<file path="src/rtl/sum_ascii_framer.sv">
// sum_ascii_framer: turns the 5-bit adder result into an ASCII decimal text
// frame such as "S=27\r\n" and feeds it to uart_tx one byte at a time over
// the uart_tx enable/busy handshake.
//
// Handshake with uart_tx:
//   uart_tx_en is a registered single-cycle strobe, issued only in a cycle in
//   which uart_tx_busy was seen low. uart_tx_data is valid in the strobe cycle
//   and is held unchanged until uart_tx_busy has been seen high and then low
//   again. uart_tx_busy may rise one or more cycles after the strobe.
//
// Triggering:
//   trig = send_req | (AUTO_SEND & sum_in != prev_sum), where prev_sum follows
//   sum_in every cycle. A trigger while a frame is running is remembered in a
//   one-deep queue (newest value wins) and starts the next frame straight from
//   DONE.
module sum_ascii_framer #(
    parameter bit SEND_PREFIX = 1'b1,
    parameter bit AUTO_SEND   = 1'b1,
    parameter bit EOL_CRLF    = 1'b1
) (
    input  logic       clk,
    input  logic       reset_n,
    input  logic [4:0] sum_in,
    input  logic       send_req,
    input  logic       uart_tx_busy,
    output logic       uart_tx_en,
    output logic [7:0] uart_tx_data,
    output logic       frame_busy,
    output logic       frame_done,
    output logic       pending,
    output logic [2:0] state_dbg
);

    typedef enum logic [2:0] {
        IDLE    = 3'd0,
        LOAD    = 3'd1,
        WAIT_HI = 3'd2,
        WAIT_LO = 3'd3,
        DONE    = 3'd4
    } state_t;

    // Byte positions inside the frame; the prefix shifts everything by two.
    localparam logic [2:0] TENS_IDX  = SEND_PREFIX ? 3'd2 : 3'd0;
    localparam logic [2:0] UNITS_IDX = TENS_IDX + 3'd1;
    localparam logic [2:0] CR_IDX    = UNITS_IDX + 3'd1;
    localparam logic [2:0] LAST_IDX  = EOL_CRLF ? (UNITS_IDX + 3'd2) : (UNITS_IDX + 3'd1);

    state_t     state;
    logic [4:0] prev_sum;
    logic [4:0] snapshot;
    logic [4:0] queued_sum;
    logic [2:0] idx;

    logic       trig;
    logic [1:0] tens;
    logic [4:0] units;
    logic [7:0] cur_byte;

    assign trig      = send_req | (AUTO_SEND & (sum_in != prev_sum));
    assign state_dbg = state;

    // Split the latched sum into two decimal digits without a divider.
    always_comb begin
        tens  = 2'd0;
        units = snapshot;
        if (snapshot >= 5'd30) begin
            tens  = 2'd3;
            units = snapshot - 5'd30;
        end else if (snapshot >= 5'd20) begin
            tens  = 2'd2;
            units = snapshot - 5'd20;
        end else if (snapshot >= 5'd10) begin
            tens  = 2'd1;
            units = snapshot - 5'd10;
        end
    end

    // Select the frame byte addressed by the byte index.
    always_comb begin
        cur_byte = 8'h0A;
        if (SEND_PREFIX && idx == 3'd0) begin
            cur_byte = 8'h53;
        end else if (SEND_PREFIX && idx == 3'd1) begin
            cur_byte = 8'h3D;
        end else if (idx == TENS_IDX) begin
            cur_byte = 8'h30 + {6'd0, tens};
        end else if (idx == UNITS_IDX) begin
            cur_byte = 8'h30 + {3'd0, units};
        end else if (EOL_CRLF && idx == CR_IDX) begin
            cur_byte = 8'h0D;
        end
    end

    // Frame sequencer: trigger capture, byte handshake and one-deep request queue.
    always_ff @(posedge clk or negedge reset_n) begin
        if (!reset_n) begin
            state        <= IDLE;
            uart_tx_en   <= 1'b0;
            uart_tx_data <= 8'h00;
            frame_busy   <= 1'b0;
            frame_done   <= 1'b0;
            pending      <= 1'b0;
            prev_sum     <= 5'd0;
            snapshot     <= 5'd0;
            queued_sum   <= 5'd0;
            idx          <= 3'd0;
        end else begin
            prev_sum   <= sum_in;
            uart_tx_en <= 1'b0;
            frame_done <= 1'b0;
            case (state)
                IDLE: begin
                    if (trig) begin
                        snapshot   <= sum_in;
                        idx        <= 3'd0;
                        frame_busy <= 1'b1;
                        state      <= LOAD;
                    end
                end
                LOAD: begin
                    if (trig) begin
                        pending    <= 1'b1;
                        queued_sum <= sum_in;
                    end
                    uart_tx_data <= cur_byte;
                    if (!uart_tx_busy) begin
                        uart_tx_en <= 1'b1;
                        state      <= WAIT_HI;
                    end
                end
                WAIT_HI: begin
                    if (trig) begin
                        pending    <= 1'b1;
                        queued_sum <= sum_in;
                    end
                    if (uart_tx_busy) begin
                        state <= WAIT_LO;
                    end
                end
                WAIT_LO: begin
                    if (trig) begin
                        pending    <= 1'b1;
                        queued_sum <= sum_in;
                    end
                    if (!uart_tx_busy) begin
                        if (idx == LAST_IDX) begin
                            frame_done <= 1'b1;
                            frame_busy <= 1'b0;
                            state      <= DONE;
                        end else begin
                            idx   <= idx + 3'd1;
                            state <= LOAD;
                        end
                    end
                end
                DONE: begin
                    // A trigger arriving right now is newer than anything queued.
                    if (trig || pending) begin
                        snapshot   <= trig ? sum_in : queued_sum;
                        pending    <= 1'b0;
                        idx        <= 3'd0;
                        frame_busy <= 1'b1;
                        state      <= LOAD;
                    end else begin
                        state <= IDLE;
                    end
                end
                default: begin
                    state <= IDLE;
                end
            endcase
        end
    end

endmodule
</file>
<file path="config.mk">
export PLATFORM = sky130hd
export DESIGN_NAME = sum_ascii_framer
export DESIGN_NICKNAME = d
export VERILOG_FILES = /design/src/rtl/sum_ascii_framer.sv
export SDC_FILE = /design/constraint.sdc
export NUM_CORES = 1
export LEC_CHECK = 0
export CAP_MARGIN = 10
export CORE_UTILIZATION = 30
export DETAILED_ROUTE_END_ITERATION = 16
export PLACE_DENSITY_LB_ADDON = 0.1
export RECOVER_POWER = 25
export SYNTH_ARGS = -nofsm -noshare
export SYNTH_HDL_FRONTEND = slang
export SYNTH_SLANG_ARGS = --single-unit
</file>
<file path="constraint.sdc">
create_clock -name clk -period 4.45 [get_ports clk]
set_input_delay 1.335 -clock clk [delete_from_list [all_inputs] [get_ports clk]]
set_output_delay 1.335 -clock clk [all_outputs]
set_load 0.02 [all_outputs]
</file>
==> impl_metrics.yaml, run 1 <==
status:
  status: "complete, but fails checks"
  violations: "capacitance limit, slew limit"
layout:
  drive_gt1_frac: 0.114
  register_area_sq_um: 801
  diodes: 0
  layout_common_cells: "dfrtp_1 (32), clkdlybuf4s50_1 (15), nand2_1 (12)"
  nFillCells: 593
  multi_input_comb_area_sq_um: 978
  final_cell_area_sq_um: 2240
  final_common_cell: "dfrtp_1"
  syn2layout_area_growth_pct: 21.7
  final_nets: 221
die:
  dieWidth_um: 80.3
  initial_utilization: 0.311
  die_area_sq_um: 6450
  die_h_um: 80.3
  core_area_sq_um: 5920
  core.rowCount: 28
  io_pins: 24
sta:
  fmax_ghz: 0.300
  rsz0062_at_grt: "no"
  layout_setup_ws_ns: 1.12
  finalMaxSlewViolations: 33
  hold_viol_final: 0
  post-route-period-util: 0.749
  period_minus_slack_ns: 3.33
  slew_headroom: -0.133
  tightest_slew_ns: 1.70
  setup_viol: 0
  setup_tns_ns: 0
  clock_skew_ns: 0.00428
clocking:
  clock_path_buffers: 2
  path_clk_slew_ns: 0.07
  cts_buffers: 5
  clock-root-buffer: "clkbuf_8"
  clkLatencyLatePin_ns: 0.28
  clkSinkCount: 32
  tritoncts: "done"
  cts_resized: 0
  cts_hold_buf: 0
  cts_setup_buffers: 0
  htree_levels: 2
setup_path:
  reg2reg_from: "snapshot[1]"
  end_kind: "flip-flop"
  cp_max_fo: 5
  crit_cells: 6
  crit_path_start: "sum_in[1]"
  startpoint_type: "primary input"
  r2r_end: "uart_tx_data[6]"
  cp_num_buf_inv: 1
  r2r_cells: 7
  worst-setup-path-type: "in2reg"
  crit_top_cell: "mux2_1"
  critPathArrivalTime_ns: 3.50
  reg2reg_slack_ns: 2.24
  path_cells: "dlygate4sd3_1, xnor2_1, nand4_1, nor4_4, mux2_1, mux2_1"
  worst_path_max_delay_cell: "dlygate4sd3_1"
  cp.required_ns: 4.62
  endpoint: "snapshot[0]"
  crit_family: "simple AND/OR/NAND/NOR gates"
  slowest_delay_ns: 0.60
detailed_routing:
  vias: 1370
  drc: 0
  via_per_inst: 4.95
  drt-initial-drc-count: 45
  post_drt_wl_per_cell_um: 13.6
  routed_wl_um: 3770
  firstDrtPassIters: 4
  final_antenna_net_count: 0
grt:
  grt_max_degree: 33
  antenna_found_initial: 0
  grtUsageTotal: 0.133
  grt_pass1_vias: 1371
  overflow: 0
  grt_pass1_wl_um: 6540
synthesis:
  ys_async_sr_fraction: 1.00
  ys_warn_count: 0
  synth_edf_count: 0
  synth_top_area_share: 0.435
  synth.area.top_cells: "dfrtp_1 (44%), ha_1 (7.5%), mux2i_1 (3.8%), mux2_2 (3.7%), xnor2_1 (2.9%)"
  yosys.area.top_type: "dfrtp_1"
  synth_seq_cells: 32
  yosysSeqAreaShare: 0.435
  synth_nets: 196
  synth-main-ff-cell: "dfrtp_1"
  synth.cell_area_sq_um: 1840
  synth.distinct_cells: 50
  synth_cells: 176
  syn_area_per_cell_sq_um: 10.5
min_path:
  hold_path_class: "reg2reg"
placement:
  hpwl_um: 2830
  dp_slack_ns: 0.915
  gp_congestion: 0.801
  placed_area_sq_um: 2130
  io_buffers: 22
pwr:
  power_density_nw_per_um2: 677
  ir_worst_vdd_uv: 227
  power.leakage_nw: 0.901
job:
  maxCapViolCount: 1
## cells in the mapped netlist, types with 3 or more instances
master	instances
a21o_1	3
nand3_1	4
mux2_1	4
dfrtp_1	32
ha_1	11
a31oi_1	3
mux2_2	6
nor2_1	9
buf_2	3
inv_1	9
o21ai_0	8
nand4_1	3
nand2_1	12
nor2b_1	4
xnor2_1	6
a21oi_1	10
mux2i_1	7
## where the power goes
group	switching (mW)	leakage, nW	total (mW)	internal, mW
clock	0.104	0.0552	0.270	0.166
sequential	0.115	0.372	0.503	0.388
combinational	0.404	0.474	0.743	0.339
## worst register-to-register path: cells and delay by family, from the launching register on
| kind | cells | cell delay (ns) |
|---|---|---|
| simple gates | 2 | 0.56 |
| flops | 1 | 0.44 |
| fa+ha+maj | 1 | 0.21 |
| buf+inv | 1 | 0.15 |
| compound gates | 3 | 0.77 |
## registers in the layout (all words and copies together) (netlist names)
register and count:
frame_busy 1, queued_sum 5, uart_tx_en 1, uart_tx_data 7, prev_sum 5, pending 1
frame_done 1, state_dbg 3, idx 3, snapshot 5
## logic make-up (layout without fill, tap and decap cells)
group | after synthesis | in the layout | share of synthesized area
buf+inv | 14 | 40 | 0.0326
mux | 17 | 17 | 0.0993
compound gates | 45 | 45 | 0.165
fa+ha+maj | 11 | 11 | 0.0748
other cells | 1 | 1 | 0.00204
xor+xnor | 7 | 7 | 0.0333
flops | 32 | 32 | 0.435
simple gates | 49 | 49 | 0.158
## stage by stage
step	hold slack [ns]	instances	power [mW]	util
final	0.512	277	1.52	0.378
after floorplan	0.477	176	1.02	-
after global routing	0.531	277	1.65	0.378
after detailed placement	0.504	269	1.26	0.361
after global placement	0.496	269	1.26	0.361
after CTS	0.518	277	1.54	0.379
## layout make-up
class | count | share of cell area
Clock buffer | 6 | 0.0324
Clock inverter | 2 | 0.0157
Inverter | 9 | 0.0151
Multi-Input combinational cell | 130 | 0.437
Sequential cell | 32 | 0.358
Tap cell | 75 | 0.0419
Timing Repair Buffer | 23 | 0.100
## worst min-delay path by stage
stage / startpoint / to / slack, ns / cells past startpoint
final: queued_sum[4] / queued_sum[4] / 0.51 / 1
after global placement: queued_sum[1] / queued_sum[1] / 0.50 / 1
after detailed placement: queued_sum[1] / queued_sum[1] / 0.50 / 1
after CTS: uart_tx_data[1] / uart_tx_data[1] / 0.52 / 1
after global routing: uart_tx_data[1] / uart_tx_data[1] / 0.53 / 1
after floorplan: queued_sum[0] / queued_sum[0] / 0.48 / 1
## per-layer routing
metal / part of all wire / wire, um / global-route usage
met5: 0 / 0 / 0
met4: 0.014 / 52 / 0.0518
met3: 0.029 / 111 / 0.0352
met2: 0.47 / 1760 / 0.212
met1: 0.49 / 1850 / 0.172
(Power assumes the default switching activity.)
==> run 2, diff against run 1 <==
==> constraint.sdc (replaced) <==
create_clock -name clk -period 3.4 [get_ports clk]
set_input_delay 1.02 -clock clk [delete_from_list [all_inputs] [get_ports clk]]
set_output_delay 1.02 -clock clk [all_outputs]
set_load 0.02 [all_outputs]
==> run 2 against run 1 <==
  * The run still ends with capacitance limit, slew limit left
  * Wire length grew 0.64%
  * Sequential share of layout area up 0.16 points
  * Final cell count rose by 0.36%
  * Critical path type unchanged
==> impl_metrics.yaml, run 2 (synthesis results as in run 1) <==
layout:
  diodes: 0
  largest_register_ffs: 7
  final_cells: 278
  syn2layout_area_growth_pct: 21.2
  layout_common_cells: "dfrtp_1 (32), clkdlybuf4s50_1 (15), nand2_1 (12)"
  final_common_cell: "dfrtp_1"
  drive_gt1_frac: 0.113
  largest_register: "uart_tx_data"
  final_nets: 222
setup_path:
  startpoint_type: "primary input"
  end_kind: "flip-flop"
  reg2reg_slack_ns: 1.21
  cp.required_ns: 3.56
  path_cells: "dlygate4sd3_1, xnor2_1, nand4_1, nor4_4, mux2_1, mux2_1"
  cp_max_fo: 4
  worst_path_max_delay_cell: "dlygate4sd3_1"
  r2r_cells: 7
  r2r_end: "uart_tx_data[6]"
  reg2reg_from: "snapshot[1]"
  slowest_delay_ns: 0.60
  worst-setup-path-type: "in2reg"
  crit_top_cell: "mux2_1"
  critPathArrivalTime_ns: 3.09
sta:
  fmax_ghz: 0.341
  setup_viol: 0
  clock_skew_ns: 0.00424
  hold_ws_ns: 0.507
  setup_tns_ns: 0
  slew_headroom: -0.159
  tightest_slew_ns: 1.74
  post-route-period-util: 0.861
  finalMaxSlewViolations: 33
  hold_viol_final: 0
  rsz0062_at_grt: "no"
  period_minus_slack_ns: 2.93
detailed_routing:
  via_per_inst: 4.99
  drt-initial-drc-count: 38
  dr.max_layer_used: "met4"
  wl_met1_um: 1850
  firstDrtPassIters: 4
  drc: 0
  routed_wl_um: 3790
  final_antenna_net_count: 0
  dr_wl_met2_um: 1730
  met3_length_um: 160
  post_drt_wl_per_cell_um: 13.6
  vias: 1386
status:
  violations: "capacitance limit, slew limit"
  status: "complete, but fails checks"
die:
  io_pins: 24
  die_h_um: 80.3
  core_area_sq_um: 5920
  core.rowCount: 28
  dieWidth_um: 80.3
  die_area_sq_um: 6450
  initial_utilization: 0.311
grt:
  grt_pass1_wl_um: 6690
  overflow: 0
  grt_pass1_vias: 1380
  grt_max_degree: 33
  antenna_found_initial: 0
  grtUsageTotal: 0.137
min_path:
  whs_path_depth: 1
  hp-start: "queued_sum[4]"
  min_to: "queued_sum[4]"
  hold_path_class: "reg2reg"
placement:
  placed_cells: 270
  io_buffers: 22
  gp_congestion: 0.805
  hpwl_um: 2810
pwr:
  p_comb_frac: 0.501
  p_sw_frac: 0.420
  power.leakage_nw: 0.896
  power_mw: 1.93
  power_density_nw_per_um2: 864
  pwr-share-clk: 0.156
  power.internal_mw: 1.12
  power.switching_mw: 0.810
  ir_worst_vdd_uv: 285
  pwr-share-seq: 0.343
clocking:
  clkSinkCount: 32
  cts_setup_buffers: 0
  clock_path_buffers: 2
  clock-root-buffer: "clkbuf_8"
  tritoncts: "done"
  path_clk_slew_ns: 0.07
  cts_resized: 0
  cts_buffers: 5
  cts_hold_buf: 0
  clkLatencyLatePin_ns: 0.28
  htree_levels: 2
job:
  maxCapViolCount: 1
run 2: worst max-delay path: cells and delay by family:
family | cells | cell delay, ns
muxes | 2 | 0.65
buffers and inverters | 1 | 0.60
xor gates and xnor gates | 1 | 0.17
and+or+nand+nor | 2 | 0.65
run 2: worst max-delay path by stage:
| stage | start | end | slack, ns |
|---|---|---|---|
| 2_1_floorplan | sum_in[0] | snapshot[0] | 0.87 |
| 3_3_place_gp | sum_in[4] | snapshot[0] | 0.30 |
| 3_5_place_dp | sum_in[2] | snapshot[0] | 0.24 |
| 4_1_cts | sum_in[2] | snapshot[0] | 0.53 |
| 5_1_grt | reset_n | uart_tx_data[1] | 0.27 |
| 6_report | sum_in[2] | snapshot[0] | 0.47 |
run 2: power groups by stage:
stage               combinational (mW)  sequential, mW  clock, mW
global route                      1.09           0.683      0.335
floorplan                        0.669           0.669          0
global placement                 0.981           0.664          0
CTS                              0.977           0.662      0.311
finish                           0.966           0.660      0.300
detailed placement               0.970           0.670          0
run 2: layer usage:
layer / vias up / track usage
met5: - / 0
met2: 36 / 0.205
met4: 0 / 0.0589
li1: 687 / -
met3: 7 / 0.0398
met1: 656 / 0.183
run 2: layout make-up:
type,count,area [sq um]
flip-flops and latches,32,801
multi-input cells,130,978
inverters,9,33.8
repair buffers,24,231
well taps,75,93.8
fillers,606,3690
clock buffers,8,90.1
run 2: stage by stage:
| stage | setup slack, ns | instance area [sq um] | util |
|---|---|---|---|
| 2_1_floorplan | 0.869 | 1840 | - |
| 3_3_place_gp | 0.300 | 2140 | 0.362 |
| 3_5_place_dp | 0.239 | 2140 | 0.362 |
| 4_1_cts | 0.528 | 2230 | 0.377 |
| 5_1_grt | 0.270 | 2230 | 0.376 |
| 6_report | 0.471 | 2230 | 0.376 |
==> edit 1, RTL diff (settings of run 1) <==
Register the output `state_dbg` once more, with the module's reset; this adds one clock of latency there. The other outputs are not delayed to match.
--- a/src/rtl/sum_ascii_framer.sv
+++ b/src/rtl/sum_ascii_framer.sv
@@ -57,7 +57,13 @@
     logic [7:0] cur_byte;
 
     assign trig      = send_req | (AUTO_SEND & (sum_in != prev_sum));
-    assign state_dbg = state;
+    always_ff @(posedge clk or negedge reset_n) begin
+        if (!reset_n) begin
+            state_dbg <= '0;
+        end else begin
+            state_dbg <= state;
+        end
+    end
 
     // Split the latched sum into two decimal digits without a divider.
     always_comb begin
Behaviour: not the same (a bounded check fails within 4 cycles, from zero or initial values and one cycle with reset_n low).
==> edit 1 against run 1 <==
- the flow still finishes with violations (max-capacitance violations, max-slew violations)
- non-clock buffer count is the same
- routed wire length decreased by 0.80%
- sequential share of layout area increased by 2.4 points
- cell area is 2.5% higher
- global-route usage down 0.27 points
- total power increased by 0.50%
- area after synthesis up 4.6%
- sequential cell count is 3 higher
- worst setup slack improved by 0.16 ns
- critical path type is now in2async
==> edit 1: results (changes against run 1) <==
grt.met3_usage: 0.0407  # +0.00543
grtUsageMet2: 0.217  # +0.00456
yosys.area_share.adder: 0.0715  # -0.00331
syn_avg_cell_area_um2: 10.2  # -2.6%
wl_met1_um: 1690  # -8.6%
layout.nonclk_buf_frac: 0.0977  # -0.00240
synth-xor-area-share: 0.0364  # +0.00308
arrival_ns: 3.21  # -0.29 ns
vdd.ir_drop.worst_v: 0.000217  # -4.5%
dp.cells: 278  # +3.3%
ys_seq_area_frac: 0.455  # +0.0198
maxSlewViolCount: 36  # +9.1%
clk_share: 0.0436  # -0.00443
viasPerCell: 4.94  # -0.18%
place_hpwl_um: 2860  # +0.89%
seqCellArea_um2: 876  # +9.4%
critPathTopFamily: "buffers and inverters"
slew_headroom: -0.244  # -0.110
p_leak_uw: 0.00100  # +11%
clock_skew_ns: 0.00639  # +0.00211 ns
timing.rr.start: "snapshot[2]$_DFFE_PN0P_"
failed_checks: "max-capacitance violations, max-slew violations"
ys_top_cells_by_area: "dfrtp_1 (46%), ha_1 (7.2%), nor2_1 (4.5%)"
grt_max_degree: 36  # +9.1%
p_sw_uw: 628  # +0.91%
status: "finished, violations left"
r2r_slack_ns: 2.27  # +0.03 ns
grt_use_met1: 0.154  # -0.0185
ys_seq_elements: 35  # +9.4%
grt_pass1_wl_um: 6550  # +0.11%
max_cap_violations: 1  # unchanged
slowest_stage: "clkbuf_1"
## edit 1: cell types whose count changed in the layout (fill, tap and decap cells not counted), sizes merged, moves of 4 or more
cell | before | now
nor2 | 10 | 23
a21oi | 10 | 15
mux2 | 10 | 6
xor2 | 1 | 5
## edit 1: through the flow
| step | hold slack, ns | util | power (uW) | cell area (um^2) | setup WS (ns) |
|---|---|---|---|---|---|
| 2_1_floorplan | 0.349 | - | 1070 | 1920 | 1.86 |
| 3_3_place_gp | 0.495 | 0.363 | 1270 | 2200 | 1.23 |
| 3_5_place_dp | 0.496 | 0.363 | 1290 | 2200 | 1.18 |
| 4_1_cts | 0.511 | 0.379 | 1540 | 2300 | 1.49 |
| 5_1_grt | 0.521 | 0.378 | 1670 | 2290 | 0.877 |
| 6_report | 0.501 | 0.378 | 1520 | 2290 | 1.28 |
==> edit 2, RTL diff (config.mk and constraints of run 1) <==
Made on the original files. The parameter `SEND_PREFIX` goes from 1'b1 to 1'b0.
--- a/src/rtl/sum_ascii_framer.sv
+++ b/src/rtl/sum_ascii_framer.sv
@@ -14,7 +14,7 @@
 //   one-deep queue (newest value wins) and starts the next frame straight from
 //   DONE.
 module sum_ascii_framer #(
-    parameter bit SEND_PREFIX = 1'b1,
+    parameter bit SEND_PREFIX = 1'b0,
     parameter bit AUTO_SEND   = 1'b1,
     parameter bit EOL_CRLF    = 1'b1
 ) (
Formal check against the unedited RTL: not equivalent (a bounded check fails within 4 cycles, from zero or initial values and one cycle with reset_n low).
==> edit 2 against run 1 <==
- the run still ends with max-capacitance violations, max-slew violations left
- sequential cell count shrank 1
- area after synthesis shrank 5.7%
- sequential power shrank 4.8%
- worst setup slack gained 0.26 ns
- final cell count shrank 5.1%
- first-iteration DRC count grew 22%
- largest power group unchanged
- total power shrank 9.7%
- cell area shrank 6.9%
- worst hold slack lost 0.020 ns
- critical path type unchanged
- register-to-register slack gained 0.08 ns
- routed wire length shrank 5.8%
==> edit 2: results (changes against run 1) <==
synth-xor-area-share: 0.0404  # +0.00707
status: "finished, violations left"
maxSlewViolCount: 32  # -3.0%
track_usage: 0.131  # -0.00206
vdd.ir_drop.worst_v: 0.000211  # -7.1%
place_hpwl_um: 2640  # -6.8%
viasPerCell: 4.97  # +0.40%
layout.nonclk_buf_frac: 0.108  # +0.00745
place_congestion: 0.845  # +5.5%
fin_util: 0.376  # -0.00205
p_leak_uw: 0.000903  # +0.22%
clk_share: 0.0390  # -0.00903
fin_area_mm2: 0.00208  # -6.9%
synth_compound_area_frac: 0.167  # +0.00204
synth_fp_nets: 188  # -4.1%
clock_skew_ns: 0.00385  # -0.000428 ns
seq_cell_count: 31  # -3.1%
dpl_cell_area_mm2: 0.00201  # -5.7%
drt_iter0_markers: 55  # +22%
syn_inst: 168  # -4.5%
arrival_ns: 3.21  # -0.29 ns
multi_input_area_um2: 878  # -10%
nets: 210  # -5.0%
slew_headroom: -0.124  # +0.00912
failed_checks: "max-capacitance violations, max-slew violations"
yosys.area_share.adder: 0.0794  # +0.00454
max_cap_violations: 1  # unchanged
nClkBuffers: 7  # +1
yosysUniqueCellTypes: 46  # -8.0%
grt_pass1_wl_um: 6140  # -6.1%
vias: 1306  # -4.7%
largest_register_ffs: 6  # -1
yosys-top-cells-count: "dfrtp_1 (31), nor2_1 (17), a21oi_1 (16), ha_1 (11), inv_1 (9)"
[edit 2: cell types whose count changed after synthesis, sizes merged, moves of 4 or more]
cell | run 1 | this run
a21oi | 10 | 16
mux2 | 10 | 5
nand2 | 12 | 6
nor2 | 10 | 17
nor3 | 3 | 7
xor2 | 1 | 5
clkbuf | 1 | 5
[edit 2: path summary, 6_finish.rpt]
| kind | start | endpoint | slack (ns) | cells past startpoint |
|---|---|---|---|---|
| min reg2reg | queued_sum[0]$_DFFE_PN0P_ | queued_sum[0]$_DFFE_PN0P_ | 0.49 | 1 |
| min in group asynchronous | reset_n | uart_tx_data[5]$_DFFE_PN0N_ | 2.02 | 2 |
| max reg2reg | snapshot[2]$_DFFE_PN0P_ | uart_tx_data[1]$_DFFE_PN0N_ | 2.32 | 7 |
| max in group asynchronous | reset_n | queued_sum[1]$_DFFE_PN0P_ | 1.45 | 2 |
| max | sum_in[3] | snapshot[0]$_DFFE_PN0P_ | 1.38 | 6 |
| min | queued_sum[0]$_DFFE_PN0P_ | queued_sum[0]$_DFFE_PN0P_ | 0.49 | 1 |
[edit 2: critical path: stages]
cell           delay (ns)
dlygate4sd3_1        0.60
xor2_1               0.19
nor4_4               0.45
nand4_2              0.28
mux2i_1              0.26
a21oi_1              0.09
[edit 2: layer usage]
| layer | track usage | wire [um] | vias up |
|---|---|---|---|
| met5 | 0 | 0 | - |
| met4 | 0.0574 | 73 | 0 |
| met3 | 0.0372 | 156 | 7 |
| met2 | 0.222 | 1750 | 28 |
| met1 | 0.156 | 1570 | 636 |
| li1 | - | - | 635 |
[edit 2: power by group]
group | switching (uW) | total, uW | internal, uW
logic | 369 | 678 | 309
registers | 105 | 479 | 373
clock network | 102 | 211 | 110
